<file path="config.mk">
export PLATFORM = sky130hd
export DESIGN_NAME = dm163_column_receiver
export DESIGN_NICKNAME = d
export VERILOG_FILES = /design/src/rtl/dm163_pkg.sv /design/src/rtl/dm163_in_sync.sv /design/src/rtl/dm163_column_receiver.sv
export SDC_FILE = /design/constraint.sdc
export NUM_CORES = 2
export LEC_CHECK = 0
export CORE_ASPECT_RATIO = 0.9
export CORE_UTILIZATION = 35
export CTS_CLUSTER_SIZE = 20
export DETAILED_ROUTE_END_ITERATION = 6
export MAX_ROUTING_LAYER = met4
export PLACE_DENSITY = 0.6
export SYNTH_ARGS = -nofsm -noshare
export SYNTH_HDL_FRONTEND = slang
export SYNTH_HIERARCHICAL = 1
export SYNTH_SLANG_ARGS = --single-unit
</file>
<file path="constraint.sdc">
create_clock -name clk -period 2.2 [get_ports clk]
set_clock_uncertainty 0.05 [all_clocks]
set_input_delay 0.44 -clock clk [delete_from_list [all_inputs] [get_ports clk]]
set_output_delay 0.44 -clock clk [all_outputs]
set_load 0.02 [all_outputs]
</file>
<file path="src/rtl/dm163_pkg.sv">
// Shared constants, types and helpers for the DM163 column receiver.
// Build option: DM163_RX_GLITCH_FILTER_EN enables the s_clk/latch glitch filter.
package dm163_pkg;

    localparam int PIXELS_PER_COL = 8;
    localparam int BITS_PER_PIXEL = 24;
    localparam int N_BITS         = PIXELS_PER_COL * BITS_PER_PIXEL;

    typedef logic [BITS_PER_PIXEL-1:0] pixel_t;
    typedef logic [N_BITS-1:0]         col_bits_t;

    typedef enum logic [1:0] {
        SHIFT,
        HELD,
        COMMIT
    } rx_state_t;

    // True when exactly one bit of the channel strobe is set
    function automatic logic isOneHot(input logic [7:0] v);
        return (v != 8'd0) && ((v & (v - 8'd1)) == 8'd0);
    endfunction

    // Index of the set bit of a one-hot channel strobe
    function automatic logic [2:0] oneHotIndex(input logic [7:0] v);
        logic [2:0] idx;
        idx = 3'd0;
        for (int i = 0; i < 8; i++) begin
            if (v[i]) begin
                idx = 3'(i);
            end
        end
        return idx;
    endfunction

endpackage

</file>
<file path="src/rtl/dm163_in_sync.sv">
// Input conditioning for one asynchronous serial-side input (scalar or vector).
// Strobe inputs (IS_STROBE=1) deliver a one-cycle rising-edge pulse; data inputs
// deliver the conditioned level, kept time-aligned with the strobes.
// Build option: DM163_RX_GLITCH_FILTER_EN adds a 2-sample agreement filter on
// strobes and a matching 2-cycle delay on data inputs.
module dm163_in_sync #(
    parameter int WIDTH       = 1,
    parameter int SYNC_STAGES = 2,
    parameter bit IS_STROBE   = 1'b0
) (
    input  logic             clk,
    input  logic             rst_n,
    input  logic [WIDTH-1:0] i_async,
    output logic [WIDTH-1:0] o_out
);

    // A chain shorter than two flops is not a safe synchroniser, so clamp it
    localparam int STAGES = (SYNC_STAGES < 2) ? 2 : SYNC_STAGES;

`ifdef DM163_RX_GLITCH_FILTER_EN
    localparam bit FILTER_BUILD = 1'b1;
`else
    localparam bit FILTER_BUILD = 1'b0;
`endif

    logic [WIDTH-1:0] r_sync [STAGES];
    logic [WIDTH-1:0] w_syncOut;
    logic [WIDTH-1:0] w_cond;
    logic [WIDTH-1:0] r_prev;

    // Metastability chain bringing the pin into the clk domain
    always_ff @(posedge clk or negedge rst_n) begin
        if (!rst_n) begin
            for (int i = 0; i < STAGES; i++) begin
                r_sync[i] <= '0;
            end
        end else begin
            r_sync[0] <= i_async;
            for (int i = 1; i < STAGES; i++) begin
                r_sync[i] <= r_sync[i-1];
            end
        end
    end

    assign w_syncOut = r_sync[STAGES-1];

    generate
        if (FILTER_BUILD) begin : g_filter
            logic [WIDTH-1:0] r_sample;
            logic [WIDTH-1:0] r_filt;
            logic [WIDTH-1:0] r_dly0;
            logic [WIDTH-1:0] r_dly1;
            logic [WIDTH-1:0] w_agree;

            assign w_agree = ~(w_syncOut ^ r_sample);

            // Filtered level follows only two equal consecutive samples; data is delayed to match
            always_ff @(posedge clk or negedge rst_n) begin
                if (!rst_n) begin
                    r_sample <= '0;
                    r_filt   <= '0;
                    r_dly0   <= '0;
                    r_dly1   <= '0;
                end else begin
                    r_sample <= w_syncOut;
                    r_filt   <= (w_agree & w_syncOut) | (~w_agree & r_filt);
                    r_dly0   <= w_syncOut;
                    r_dly1   <= r_dly0;
                end
            end

            assign w_cond = IS_STROBE ? r_filt : r_dly1;
        end else begin : g_direct
            assign w_cond = w_syncOut;
        end
    endgenerate

    // Registered copy of the conditioned level for rising-edge detection
    always_ff @(posedge clk or negedge rst_n) begin
        if (!rst_n) begin
            r_prev <= '0;
        end else begin
            r_prev <= w_cond;
        end
    end

    assign o_out = IS_STROBE ? (w_cond & ~r_prev) : w_cond;

endmodule

</file>
<file path="src/rtl/dm163_column_receiver.sv">
// Receive side of the colour-shield column driver: deserialises column words,
// decodes the one-hot channel strobe and rebuilds the 8x8 RGB frame in a store
// with a registered pixel read port.
// Build option: DM163_RX_GLITCH_FILTER_EN filters short s_clk/latch glitches.
module dm163_column_receiver
    import dm163_pkg::*;
#(
    parameter int SYNC_STAGES = 2
) (
    input  logic        clk,
    input  logic        rst_n,
    input  logic        s_clk,
    input  logic        s_sda,
    input  logic        latch,
    input  logic [7:0]  channel,
    input  logic        clr_err,
    input  logic [5:0]  rd_addr,
    output logic [23:0] rd_pixel,
    output logic        col_valid,
    output logic [2:0]  col_idx,
    output logic        frame_done,
    output logic        err_bitcount,
    output logic        err_channel,
    output logic        err_overrun
);

    logic      w_sclkRise;
    logic      w_latchRise;
    logic      w_sda;
    logic [7:0] w_chan;

    col_bits_t r_shiftReg;
    col_bits_t r_hold;
    col_bits_t r_store [PIXELS_PER_COL];
    logic [7:0] r_bitCnt;
    rx_state_t r_state;
    rx_state_t w_nextState;
    logic [2:0] r_colIdx;
    logic      w_commit;
    logic      w_loadIdx;
    logic      w_bitErr;
    logic      w_chanErr;
    logic      w_overErr;

    dm163_in_sync #(.WIDTH(1), .SYNC_STAGES(SYNC_STAGES), .IS_STROBE(1'b1)) u_sclkSync (
        .clk(clk), .rst_n(rst_n), .i_async(s_clk), .o_out(w_sclkRise)
    );

    dm163_in_sync #(.WIDTH(1), .SYNC_STAGES(SYNC_STAGES), .IS_STROBE(1'b1)) u_latchSync (
        .clk(clk), .rst_n(rst_n), .i_async(latch), .o_out(w_latchRise)
    );

    dm163_in_sync #(.WIDTH(1), .SYNC_STAGES(SYNC_STAGES), .IS_STROBE(1'b0)) u_sdaSync (
        .clk(clk), .rst_n(rst_n), .i_async(s_sda), .o_out(w_sda)
    );

    dm163_in_sync #(.WIDTH(8), .SYNC_STAGES(SYNC_STAGES), .IS_STROBE(1'b0)) u_chanSync (
        .clk(clk), .rst_n(rst_n), .i_async(channel), .o_out(w_chan)
    );

    // MSB-first shift path with a saturating bit counter; a latch restarts the count
    always_ff @(posedge clk or negedge rst_n) begin
        if (!rst_n) begin
            r_shiftReg <= '0;
            r_bitCnt   <= 8'd0;
        end else begin
            if (w_sclkRise) begin
                r_shiftReg <= {r_shiftReg[N_BITS-2:0], w_sda};
            end
            if (w_latchRise) begin
                r_bitCnt <= 8'd0;
            end else if (w_sclkRise && (r_bitCnt != 8'd255)) begin
                r_bitCnt <= r_bitCnt + 8'd1;
            end
        end
    end

    // Latch copies the pre-shift word into the hold register
    always_ff @(posedge clk or negedge rst_n) begin
        if (!rst_n) begin
            r_hold <= '0;
        end else if (w_latchRise) begin
            r_hold <= r_shiftReg;
        end
    end

    // FSM state register
    always_ff @(posedge clk or negedge rst_n) begin
        if (!rst_n) begin
            r_state <= SHIFT;
        end else begin
            r_state <= w_nextState;
        end
    end

    // Next state: a new latch always wins, otherwise a one-hot channel commits the held word
    always_comb begin
        w_nextState = r_state;
        w_commit    = 1'b0;
        w_loadIdx   = 1'b0;
        case (r_state)
            SHIFT: begin
                if (w_latchRise) begin
                    w_nextState = HELD;
                end
            end
            HELD: begin
                if (w_latchRise) begin
                    w_nextState = HELD;
                end else if (isOneHot(w_chan)) begin
                    w_loadIdx   = 1'b1;
                    w_nextState = COMMIT;
                end
            end
            COMMIT: begin
                w_commit    = 1'b1;
                w_nextState = w_latchRise ? HELD : SHIFT;
            end
            default: begin
                w_nextState = SHIFT;
            end
        endcase
    end

    // Capture the decoded column index on the way into COMMIT
    always_ff @(posedge clk or negedge rst_n) begin
        if (!rst_n) begin
            r_colIdx <= 3'd0;
        end else if (w_loadIdx) begin
            r_colIdx <= oneHotIndex(w_chan);
        end
    end

    // Capture store: one column word per column, written on commit
    always_ff @(posedge clk or negedge rst_n) begin
        if (!rst_n) begin
            for (int c = 0; c < PIXELS_PER_COL; c++) begin
                r_store[c] <= '0;
            end
        end else if (w_commit) begin
            r_store[r_colIdx] <= r_hold;
        end
    end

    // Registered read port; a same-cycle commit is not forwarded
    always_ff @(posedge clk or negedge rst_n) begin
        if (!rst_n) begin
            rd_pixel <= '0;
        end else begin
            rd_pixel <= r_store[rd_addr[5:3]][rd_addr[2:0]*BITS_PER_PIXEL +: BITS_PER_PIXEL];
        end
    end

    assign w_bitErr  = w_latchRise && (r_bitCnt != 8'(N_BITS));
    assign w_overErr = w_latchRise && (r_state == HELD);
    assign w_chanErr = (r_state == HELD) && (w_chan != 8'd0) && !isOneHot(w_chan);

    // Sticky error flags; a new error event takes priority over clr_err
    always_ff @(posedge clk or negedge rst_n) begin
        if (!rst_n) begin
            err_bitcount <= 1'b0;
            err_channel  <= 1'b0;
            err_overrun  <= 1'b0;
        end else begin
            if (w_bitErr) begin
                err_bitcount <= 1'b1;
            end else if (clr_err) begin
                err_bitcount <= 1'b0;
            end
            if (w_chanErr) begin
                err_channel <= 1'b1;
            end else if (clr_err) begin
                err_channel <= 1'b0;
            end
            if (w_overErr) begin
                err_overrun <= 1'b1;
            end else if (clr_err) begin
                err_overrun <= 1'b0;
            end
        end
    end

    assign col_valid  = w_commit;
    assign col_idx    = r_colIdx;
    assign frame_done = w_commit && (r_colIdx == 3'd7);

endmodule

</file>
==> results_dict.tcl <==
set metrics [dict create \
    yosysWarnings 6 \
    nets 5589 \
    crit_path_end_kind "flop" \
    finalCritPeriodShare_pct 110 \
    core_mm2 0.241 \
    fp.dieH_um 469 \
    outcome "complete, but fails checks" \
    peakVddDrop_mv 0.573 \
    power_density_mw_per_mm2 753 \
    place_hpwl_um 143000 \
    setup_tns_ps -47980 \
    worstSkewPairLatency_ps 850 \
    final_common_cell "dfrtp_1" \
    drtIter0Drc 3080 \
    synthesis.nets 5121 \
    netlist_instances 5099 \
    final_area_mm2 0.102 \
    place_congestion 0.785 \
    htree_levels 4 \
    row_count 171 \
    grt_pass1_wl_um 338000 \
    drc 0 \
    avgSynthCellArea_um2 16.7 \
    cts_tree "built" \
    num_vias 47400 \
    drive_gt1_share_pct 56.8 \
    setup.worst_path.start_class "flop" \
    synthArstFlopShare_pct 100 \
    track_usage_pct 18.6 \
    violations "negative setup slack" \
    synth_seq_area_share_pct 58.4 \
    rr_worst_depth 10 \
    worstMarginPinSlew_ps 866 \
    clock_sinks 1984 \
    syn-cell-area_mm2 0.0850 \
    grt_max_degree 115 \
    post_dp_cell_area_mm2 0.0938 \
    die-area_mm2 0.245 \
    hold_ws_ps 78.0 \
    place_inst 8505 \
    ff2ff_setup_slack_ps -220 \
    fmax_mhz 413 \
    synth_cell_types 51 \
    portBuffers 51 \
    hold_class "in2async" \
    synth_edf_count 0 \
    p_leak_nw 49.8 \
    hold_viol 0 \
    path_class "reg2reg" \
    r2r_start "r_state[1]" \
    path_common_cell "buf_4" \
    cpMaxStageDelayCell "dfrtp_1" \
    vias_per_cell 5.30 \
    grt_pass1_vias 50800 \
    grt_overflow 0 \
    slowest_delay_ps 370 \
    critPathArrivalTime_ps 3080 \
    wl_per_cell_um 24.8 \
    crit_chain "nor2b_4 -> buf_4 -> buf_4 -> nor2b_2 -> buf_4 -> nand3b_1 -> buf_8 -> clkbuf_16 -> clkbuf_16 -> mux2_2" \
    drv_slew 0 \
    drv_cap 0 \
    ys_ff_latch 1984 \
    fin_ws_ps -219 \
    dr.pass1.iters 5 \
    ant_nets 0 \
    die_w_um 521 \
    initial_core_util_pct 35.2 \
    antenna_found_initial 12 \
    clock_path_buffers 4 \
    slew_headroom_pct 42.2 \
    area_growth_pct 20.2 \
    reg2reg_to "r_store[631]" \
    wirelength_um 221000 \
    clk_pin_slew_ps 60 \
    min_period_ps 2420 \
    ioPinCount 52 \
    critPathRequiredTime_ps 2860 \
    yosys_most_used_dff "dfrtp_1" \
    num-fill-cells 21500 \
    layout_common_cells "1,981 x dfrtp_1, 1,876 x mux2_2, 369 x mux4_2" \
    report.final.setup_viol 623 \
    root_buffer "clkbuf_16" \
    grt_setup_unrepaired "true" \
    crit_fanout 9 \
    layout.cells.non_filler 8927 \
    cts_buffers 206 \
]
-- power breakdown --
part | internal [mW] | switching (mW) | total [mW]
clock network | 20.8 | 14.8 | 35.5
registers | 36.9 | 0.582 | 37.5
logic | 1.61 | 2.35 | 3.96
-- what timing repair did --
action,4_1_cts,5_1_grt
gates resized for setup,114,114
hold buffers,12,0
hold endpoints to repair,1209,0
setup buffers,16,10
pin swaps,1,3
cloned,6,12
endpoints found under the setup margin,462,836
-- state kept, by name (all words and copies together) (netlist names), 2 cells and up --
name,cells
r_shiftReg,192
r_store,1536
r_hold,192
u_chanSync/r_sync,8
u_chanSync/o_out,8
r_bitCnt,8
rd_pixel,24
r_state,2
col_idx,3
-- worst max-delay path by stage --
| stage | startpoint | to | slack (ps) | cells after the start |
|---|---|---|---|---|
| finish | r_state[1] | r_store[631] | -220 | 10 |
| global route | r_state[1] | r_store[631] | -260 | 10 |
| CTS | r_state[0] | frame_done | -260 | 5 |
| detailed placement | rd_addr[2] | rd_pixel[4] | -970 | 7 |
| global placement | rd_addr[2] | rd_pixel[4] | -960 | 7 |
| floorplan | rd_addr[3] | rd_pixel[0] | 10 | 7 |
-- area by class of cell --
class,count,area (um^2),share of cell area (%)
well taps,3200,4000,3.92
repair buffers,608,7550,7.39
inverters,8,30.0,0.0294
clock buffers,292,5940,5.82
flip-flops and latches,1984,49700,48.6
diodes,1,2.50,0.00245
multi-input cells,2759,34000,33.3
clock inverters,75,907,0.888
-- cells in the mapped netlist (11+ instances only) --
cell         n  area (um^2)
buf_1       11         41.3
clkbuf_1   114          428
a22oi_1     30          225
mux2i_1     95          951
buf_2      193          966
a221oi_1    30          263
o22a_1      16          140
nor2_1      18         67.6
dfrtp_1   1984        49600
buf_4       24          180
nand2b_1    16          100
nor3_1      26          130
nand2_1     30          113
mux4_2     369         8310
mux2_2    1966        22100
o22ai_1     59          369
-- through the flow --
step	total power [mW]	utilization (%)	setup slack [ps]
floorplan	39.5	-	9.75
detailed placement	42.2	38.9	-968
CTS	77.9	42.0	-263
global placement	42.1	38.9	-961
finish	76.9	42.3	-219
global route	79.7	42.3	-260
-- layer usage --
metal / part of all wire, % / global-route usage (%) / routed length, um / up-vias
met2: 46 / 28.0 / 103000 / 749
met1: 48 / 27.1 / 107000 / 26300
met3: 3.8 / 2.33 / 8380 / 250
met4: 1.7 / 3.52 / 3680 / 0
li1: - / - / - / 20100
met5: 0 / - / 0 / -
-- worst max-delay path, delay by kind of cell, from the launching register on --
kind	cells	cell delay, ps
buffers and inverters	6	1060
DFF	1	370
muxes	1	330
and+or+nand+nor	3	420
-- cells by family after synthesis --
| logic type | count (synthesis) | synth area share [%] |
|---|---|---|
| buffers and inverters | 356 | 2.02 |
| and+or+nand+nor | 143 | 0.935 |
| DFF | 1984 | 58.4 |
| adders and majority gates | 2 | 0.0294 |
| xor gates and xnor gates | 6 | 0.0619 |
| muxes | 2432 | 37.0 |
| AOI/OAI and AO/OA | 176 | 1.54 |
No activity file was read; power rests on OpenSTA's default activity.
